--- config.mk ---
export PLATFORM = sky130hd
export DESIGN_NAME = gf2m_mul_alu
export DESIGN_NICKNAME = d
export VERILOG_FILES = /design/src/rtl/gf2m_mul_alu.sv
export SDC_FILE = /design/constraint.sdc
export NUM_CORES = 2
export LEC_CHECK = 0
export CORE_ASPECT_RATIO = 1.25
export CORE_MARGIN = 2
export CORE_UTILIZATION = 59
export CTS_CLUSTER_DIAMETER = 60
export CTS_CLUSTER_SIZE = 14
export DETAILED_ROUTE_END_ITERATION = 12
export GPL_ROUTABILITY_DRIVEN = 0
export PLACE_DENSITY_LB_ADDON = 0.05
export SYNTH_ARGS = -nofsm -noshare
export SYNTH_HDL_FRONTEND = slang
export SYNTH_SLANG_ARGS = --single-unit
--- constraint.sdc ---
create_clock -name clk -period 6.35 [get_ports clk]
set_input_delay 0.635 -clock clk [delete_from_list [all_inputs] [get_ports clk]]
set_output_delay 0.635 -clock clk [all_outputs]
set_load 0.005 [all_outputs]
--- src/rtl/gf2m_mul_alu.sv ---
// ---------------------------------------------------------------------------
// gf2m_mul_alu
//   Small GF(2^M) arithmetic unit built around one result/accumulator
//   register. Single-cycle STO, ADD (XOR) and MULX (multiply by x, reduced).
//   MUL is a bit-serial, MSB-first shift-and-add multiplier that takes M
//   cycles.
//
// Parameters
//   M     field degree (M >= 2)
//   POLY  reduction polynomial without the x^M term (bit 0 must be set)
//
// Ports
//   clk    in   rising-edge clock
//   reset  in   synchronous active-high reset
//   start  in   operation request, only taken while busy = 0
//   op     in   00 STO, 01 ADD, 10 MULX, 11 MUL
//   sbus   in   M-bit first operand
//   tbus   in   M-bit second operand (MUL only)
//   dbus   out  registered result / accumulator
//   busy   out  high while a MUL is in progress
//   done   out  one-cycle pulse, result of the last accepted op on dbus
//   mz     out  registered MSB of the last STO/ADD/MULX sbus operand
//   eq     out  combinational, high when dbus == 0
// ---------------------------------------------------------------------------
module gf2m_mul_alu #(
    parameter int unsigned M    = 163,
    parameter logic [M-1:0] POLY = 'hC9
) (
    input  logic         clk,
    input  logic         reset,
    input  logic         start,
    input  logic [1:0]   op,
    input  logic [M-1:0] sbus,
    input  logic [M-1:0] tbus,
    output logic [M-1:0] dbus,
    output logic         busy,
    output logic         done,
    output logic         mz,
    output logic         eq
);

    localparam int unsigned CW = $clog2(M);

    typedef enum logic [1:0] {
        OP_STO  = 2'b00,
        OP_ADD  = 2'b01,
        OP_MULX = 2'b10,
        OP_MUL  = 2'b11
    } op_e;

    typedef enum logic {
        S_IDLE = 1'b0,
        S_RUN  = 1'b1
    } state_e;

    state_e          state_q;
    logic [M-1:0]    dbus_q;
    logic [M-1:0]    a_q;
    logic [M-1:0]    b_q;
    logic [M-1:0]    c_q;
    logic [CW-1:0]   cnt_q;
    logic            done_q;
    logic            mz_q;

    logic [M-1:0]    c_d;
    logic [M-1:0]    mulx_s_d;

    // Multiply by x followed by one conditional reduction step.
    function automatic logic [M-1:0] mulx(input logic [M-1:0] v);
        return {v[M-2:0], 1'b0} ^ (v[M-1] ? POLY : '0);
    endfunction

    // One MSB-first iteration of the serial multiplier.
    always_comb begin
        c_d      = mulx(c_q) ^ (b_q[cnt_q] ? a_q : '0);
        mulx_s_d = mulx(sbus);
    end

    always_ff @(posedge clk) begin
        if (reset) begin
            state_q <= S_IDLE;
            dbus_q  <= '0;
            a_q     <= '0;
            b_q     <= '0;
            c_q     <= '0;
            cnt_q   <= '0;
            done_q  <= 1'b0;
            mz_q    <= 1'b0;
        end else begin
            done_q <= 1'b0;
            case (state_q)
                S_IDLE: begin
                    if (start) begin
                        case (op_e'(op))
                            OP_STO: begin
                                dbus_q <= sbus;
                                mz_q   <= sbus[M-1];
                                done_q <= 1'b1;
                            end
                            OP_ADD: begin
                                dbus_q <= dbus_q ^ sbus;
                                mz_q   <= sbus[M-1];
                                done_q <= 1'b1;
                            end
                            OP_MULX: begin
                                dbus_q <= mulx_s_d;
                                mz_q   <= sbus[M-1];
                                done_q <= 1'b1;
                            end
                            default: begin
                                a_q     <= sbus;
                                b_q     <= tbus;
                                c_q     <= '0;
                                cnt_q   <= CW'(M - 1);
                                state_q <= S_RUN;
                            end
                        endcase
                    end
                end
                default: begin
                    // The i = 0 iteration writes straight to dbus so the
                    // result lands exactly M edges after the accept.
                    if (cnt_q == '0) begin
                        dbus_q  <= c_d;
                        done_q  <= 1'b1;
                        state_q <= S_IDLE;
                    end else begin
                        c_q   <= c_d;
                        cnt_q <= cnt_q - CW'(1);
                    end
                end
            endcase
        end
    end

    assign dbus = dbus_q;
    assign busy = (state_q == S_RUN);
    assign done = done_q;
    assign mz   = mz_q;
    assign eq   = (dbus_q == '0);

endmodule

* After elaboration in Yosys (flattened, before gate mapping)
Index checks and enable logic that the tools add are counted.
** Cells by class
- Mux-type cells :: 25
- Add/sub/neg operators :: 1
- $lt $le $gt $ge :: 1
- Eq/ne operators :: 5
- Bitwise logic cells :: 6
- Reductions and logical operators :: 10
** Operators by type and width (number)
- 163-bit two-way mux :: 8
- 163-bit one-hot mux with 3 select lines :: 1
- 163-bit bitwise XOR :: 2
- 163-bit by 8-bit bitwise XOR with 163-bit output :: 2
- 163-bit zero test :: 1
- 8-bit two-way mux :: 6
- 3-bit AND reduction :: 4
- 8-bit by 9-bit < comparator with 1-bit output, second input constant :: 1
- 1-bit two-way mux :: 9
- 1-bit binary-select mux with 8-bit select :: 1
- 8-bit zero test :: 1
- 8-bit by 1-bit subtractor with 8-bit output, second input constant :: 1
- 2-bit by 1-bit inequality test with 1-bit output, second input constant :: 2
- 4-bit nonzero test :: 1
- 3-bit OR reduction :: 1
- 2-bit by 1-bit == test with 1-bit output, second input constant :: 1
- 2-bit == test, second input constant :: 1
- 2-bit zero test :: 1
- 2-bit inequality test, second input constant :: 1
- 1-bit inverter :: 2
- 2-bit nonzero test :: 1
** Storage, ports and cells
- Register bits :: 663
- Input bits :: 331
- Word-level logic and storage cells :: 56
- Output and inout port bits :: 167

* Depth between registers and ports, before layout
- Depth in word-level cells :: 6
- Gate-level depth with buffers :: 14
- Mapped depth without buffers :: 8

* Worst setup path after synthesis
Ideal clock, no wire load.
- Path kind :: reg2reg
- Start :: register cnt_q[0]
- End :: register dbus_q[110], in the netlist dbus[110]
- Setup slack :: 3542 ps
- Arrival time :: 2670 ps
- Clock period less this slack :: 2808 ps
- Required time :: 6213 ps
- Cell stages (with the launch flop) :: 13
- Setup time :: 137 ps
- Path buffers :: 5
- Cells stage by stage :: dfxtp_1 -> buf_6 -> buf_8 -> mux4_2 -> mux4_2 -> nand4_1 -> nand4_1 -> buf_6 -> buf_8 -> buf_6 -> o21ai_2 -> xor2_1 -> a211oi_1
** On the way
- Word-level cells in the longest chain between the ends :: 6
- Elaborated cells between the ends (all ways) :: 9
- Those cells by class :: 1 x eq/ne; 5 x mux; 1 x bitwise; 2 x reduce/logical
** RTL lines
- start, declared :: RTL line 61 : logic [CW-1:0] cnt_q;
- start signal, assigned :: RTL line 114 : cnt_q <= CW'(M - 1);
- start signal, assigned :: RTL line 129 : cnt_q <= cnt_q - CW'(1);
- 1-bit binary-select mux with 8-bit select :: RTL line 75 : c_d = mulx(c_q) ^ (b_q[cnt_q] ? a_q : '0);
- 1-bit two-way mux (not written as such) :: RTL line 75
- 163-bit two-way mux :: RTL line 75
- 163-bit bitwise XOR :: RTL line 75
- 163-bit two-way mux :: RTL line 123 : if (cnt_q == '0) begin
- 163-bit two-way mux :: RTL line 91 : case (state_q)
- end signal, assigned :: RTL line 96 : dbus_q <= sbus;
- end signal, assigned :: RTL line 101 : dbus_q <= dbus_q ^ sbus;
- end signal, assigned :: RTL line 106 : dbus_q <= mulx_s_d;
- end, declared :: RTL line 57 : logic [M-1:0] dbus_q;
Parallel ways exist; a longest one is shown, timed or not. The select of a mux whose other input is x is not followed.
A chain may end at the register's enable or synchronous reset.

* Worst setup path in the final report
- Start :: register dbus_q[5], in the netlist dbus[5]
- End :: output port eq
** On the way
- Word-level cells in the longest chain between the ends :: 1
** RTL lines
- 163-bit zero test :: RTL line 140 : assign eq = (dbus_q == '0);
- end, declared :: RTL line 39 : output logic eq
No other way between the ends.

==> flow_summary.toml <==
[clock_network]
tritoncts = "done"
hold_buffers = 0
worst_skew_late_latency_ns = 0.62
clock-sinks = 663
clock_slew_seen_by_the_registers_of_the_worst_setup_and_hold_paths_ns = 0.07
ctsRootBufferMaster = "clkbuf_16"
cts_buffers = 53
max-clock-path-buffers = 3
htree_num_levels = 2
post-cts-setup-buffers = 0
cts-resized-gates = 0

[critical_path]
worst-path-buf-inv = 1
path_depth = 5
critical_path.cell_chain = "nor4_1 > nand4_1 > nor3_1 > and3_1 > clkdlybuf4s50_1"
timing.reg2reg.setup_slack_ns = 2.08
cpMaxStageDelayCell = "nor3_1"
worst_setup_path_start_kind = "register"
reg2reg_from = "cnt_q[1]"
type_of_destination_of_the_critical_path = "output port"
slowest_delay_ns = 1.20
arrival_ns = 4.07
timing.setup.critical_path_class = "register to output port"
worst_r2r_path_depth = 9
timing.rr.end = "dbus[83]"
timing.critical_path.fanout_max = 5
timing.critical_path.required_ns = 5.71
family_with_the_most_delay_on_the_worst_path = "simple AND/OR/NAND/NOR gates"

[synth]
synth_enable_flop_cells = 0
synth.area.mux_share_pct = 3.41
synth_top_cell_area_share_pct = 41.6
netlist_area_um2 = 31900
seq_area_frac_synth_pct = 41.6
synthTopCellsByCount = "nand2_1 (1214), dfxtp_1 (663), o21ai_0 (613)"
synth_async_reset_ratio_pct = 0
post_synth_and_or_nand_nor_area_fraction_pct = 16.1
yosys.cell_types.count = 57
compound_gate_fraction_of_synth_area_pct = 28.3
synthMostInstantiatedCell = "nand2_1"
post_synth.cell_area_avg_um2 = 7.71
synth_top_family_by_area = "compound AO/OA/AOI/OAI gates"
synth_cells = 4144
postSynthNetCount = 4481
synth.ff_latch_count = 663
largest_cells_by_area_after_synthesis = "dfxtp_1 (42%), nand2_1 (14%), o21ai_0 (9.6%)"
post_synth_xor_area_fraction_pct = 4.77
yosys.area.top_type = "dfxtp_1"
yosys_warnings = 0
yosys.area_share.adder_pct = 0.235
ys.flop_type = "dfxtp_1"

[global_routing]
globalRouteOverflowTotal = 0
via_count_of_the_first_global_routing_pass = 29400
grt_pass1_wl_um = 162000
antenna_violations_before_repair = 19
global_route_usage_over_all_layers_pct = 35.9
largest_net_degree_at_the_start_of_global_routing = 192

[timing]
report.final.slew_viol_count = 0
achievable_clock_frequency_mhz = 212
min_cycle_time_layout_ns = 4.71
grt_setup_unrepaired = "false"
setup_viol_count_final = 0
final_critical_path_setup_slack_ns = 1.64
timing.final.crit_share_pct = 74.2
timing_hold_violations_final = 0
finalSetupTns_ns = 0
fin_worst_skew_ns = 0.0242
worst_slew_margin_relative_to_its_limit_pct = 6.47
worst_pin_slew_ns = 1.39

[layout]
finalNonFillerCells = 5101
drive_above_1_share_pct = 4.64
finish.net_count = 4689
layout-area-overhead-vs-synth_pct = 19.4
final_core_utilization_pct = 71.1
fillers = 4529

[route]
routed_wire_length_per_instance_um = 20.4
detail_route.first_pass.iterations = 6
drt_wl_total_um = 104000
via_count = 31800
avgViaCountPerCell = 6.23
count_of_antenna_violating_nets_left_after_detailed_routing = 0
remaining_drc_errors = 0
initialDrtViolationCount = 3474

[placement]
placed_cells = 5024
detailed_place_hpwl_um = 62500
buffer_ports.inserted = 497
placement.setup.worst_slack_ns = 2.21

[floorplanning]
row_count = 95
die_height_um = 264
floorplan.die.width_um = 212
io_pins = 498
floorplan.initialDensity_pct = 59.6
floorplan.die_area_um2 = 56000
core_area_um2 = 53600

[power]
powerDensity_nw_per_um2 = 244
peakVddDrop_mv = 0.221
power.static_leakage_nw = 12.3
totalPowerFinal_mw = 9.30

[outcome]
run_status = "finished clean"

[flow_run]
max_cap_viol_count = 0

[min_path]
hold-path-endpoint = "b_q[85]"
hold_start = "b_q[85]"
worstHoldPathType = "register to register"
worstHoldPathCells = 2
-- through the flow --
| step | instance area, um^2 | hold slack (ns) |
|---|---|---|
| after floorplan | 31900 | 0.432 |
| after global placement | 36700 | 0.439 |
| after detailed placement | 36700 | 0.442 |
| after CTS | 38100 | 0.451 |
| after global routing | 38100 | 0.465 |
| final | 38100 | 0.451 |
-- layer usage --
metal	global-route usage (%)	routed length, um
met5	0	101
met4	16.8	4640
met3	5.81	8570
met2	57.5	48500
met1	47.5	42100
-- worst max path at each step --
stage                           end  slack, ns      from
after floorplan           dbus[110]       3.54  cnt_q[0]
after global placement     dbus[77]       2.25     op[1]
after detailed placement   dbus[62]       2.21     op[1]
after CTS                        eq       2.18   dbus[5]
after global routing        c_q[37]       1.84  cnt_q[1]
final                            eq       1.64   dbus[5]
-- where the power goes --
| group | internal, mW | switching, mW |
|---|---|---|
| Combinational | 0.769 | 0.957 |
| Clock | 1.49 | 1.48 |
| Sequential | 4.36 | 0.247 |
| Total | 6.62 | 2.69 |
-- flip-flops by register name, summed over array words and instances (netlist names) --
signal and flops:
mz 1, a_q 163, done 1, b_q 163
c_q 163, busy 1, cnt_q 8, dbus 163
-- worst min-delay path: stages (launching register included) --
cell and delay (ns):
dfxtp_1 0.31, nand2_1 0.05, a21oi_1 0.05
-- placed cells by master (no fill, tap or decap), drive strengths merged, types with 12 or more instances in the layout --
master         instances
a211oi               165
a21oi                331
a221oi               163
a32o                  51
buf                   35
clkbuf                59
clkdlybuf4s50        496
dfxtp                663
diode                 17
inv                   56
mux2i                 12
mux4                  40
nand2               1214
nor2                  17
nor4                  43
o21ai                762
xor2                 166
-- cells by family after synthesis --
| logic type | Yosys count |
|---|---|
| buffers and inverters | 436 |
| XOR/XNOR | 174 |
| AO/OA/AOI/OAI | 1493 |
| flip-flops | 663 |
| AND/OR/NAND/NOR | 1317 |
| adder cells (fa/ha/maj) | 6 |
| multiplexers | 55 |
-- layout make-up --
cell class	count	area (um^2)	area share, %
Tap cell	727	910	2.38
Inverter	58	220	0.577
Timing Repair Buffer	531	5350	14.0
Sequential cell	663	13300	34.8
Multi-Input combinational cell	3045	17000	44.5
Antenna cell	17	42.5	0.112
Clock buffer	59	1360	3.56
Clock inverter	1	5.00	0.0131
No activity file was read; power rests on OpenSTA's default activity.
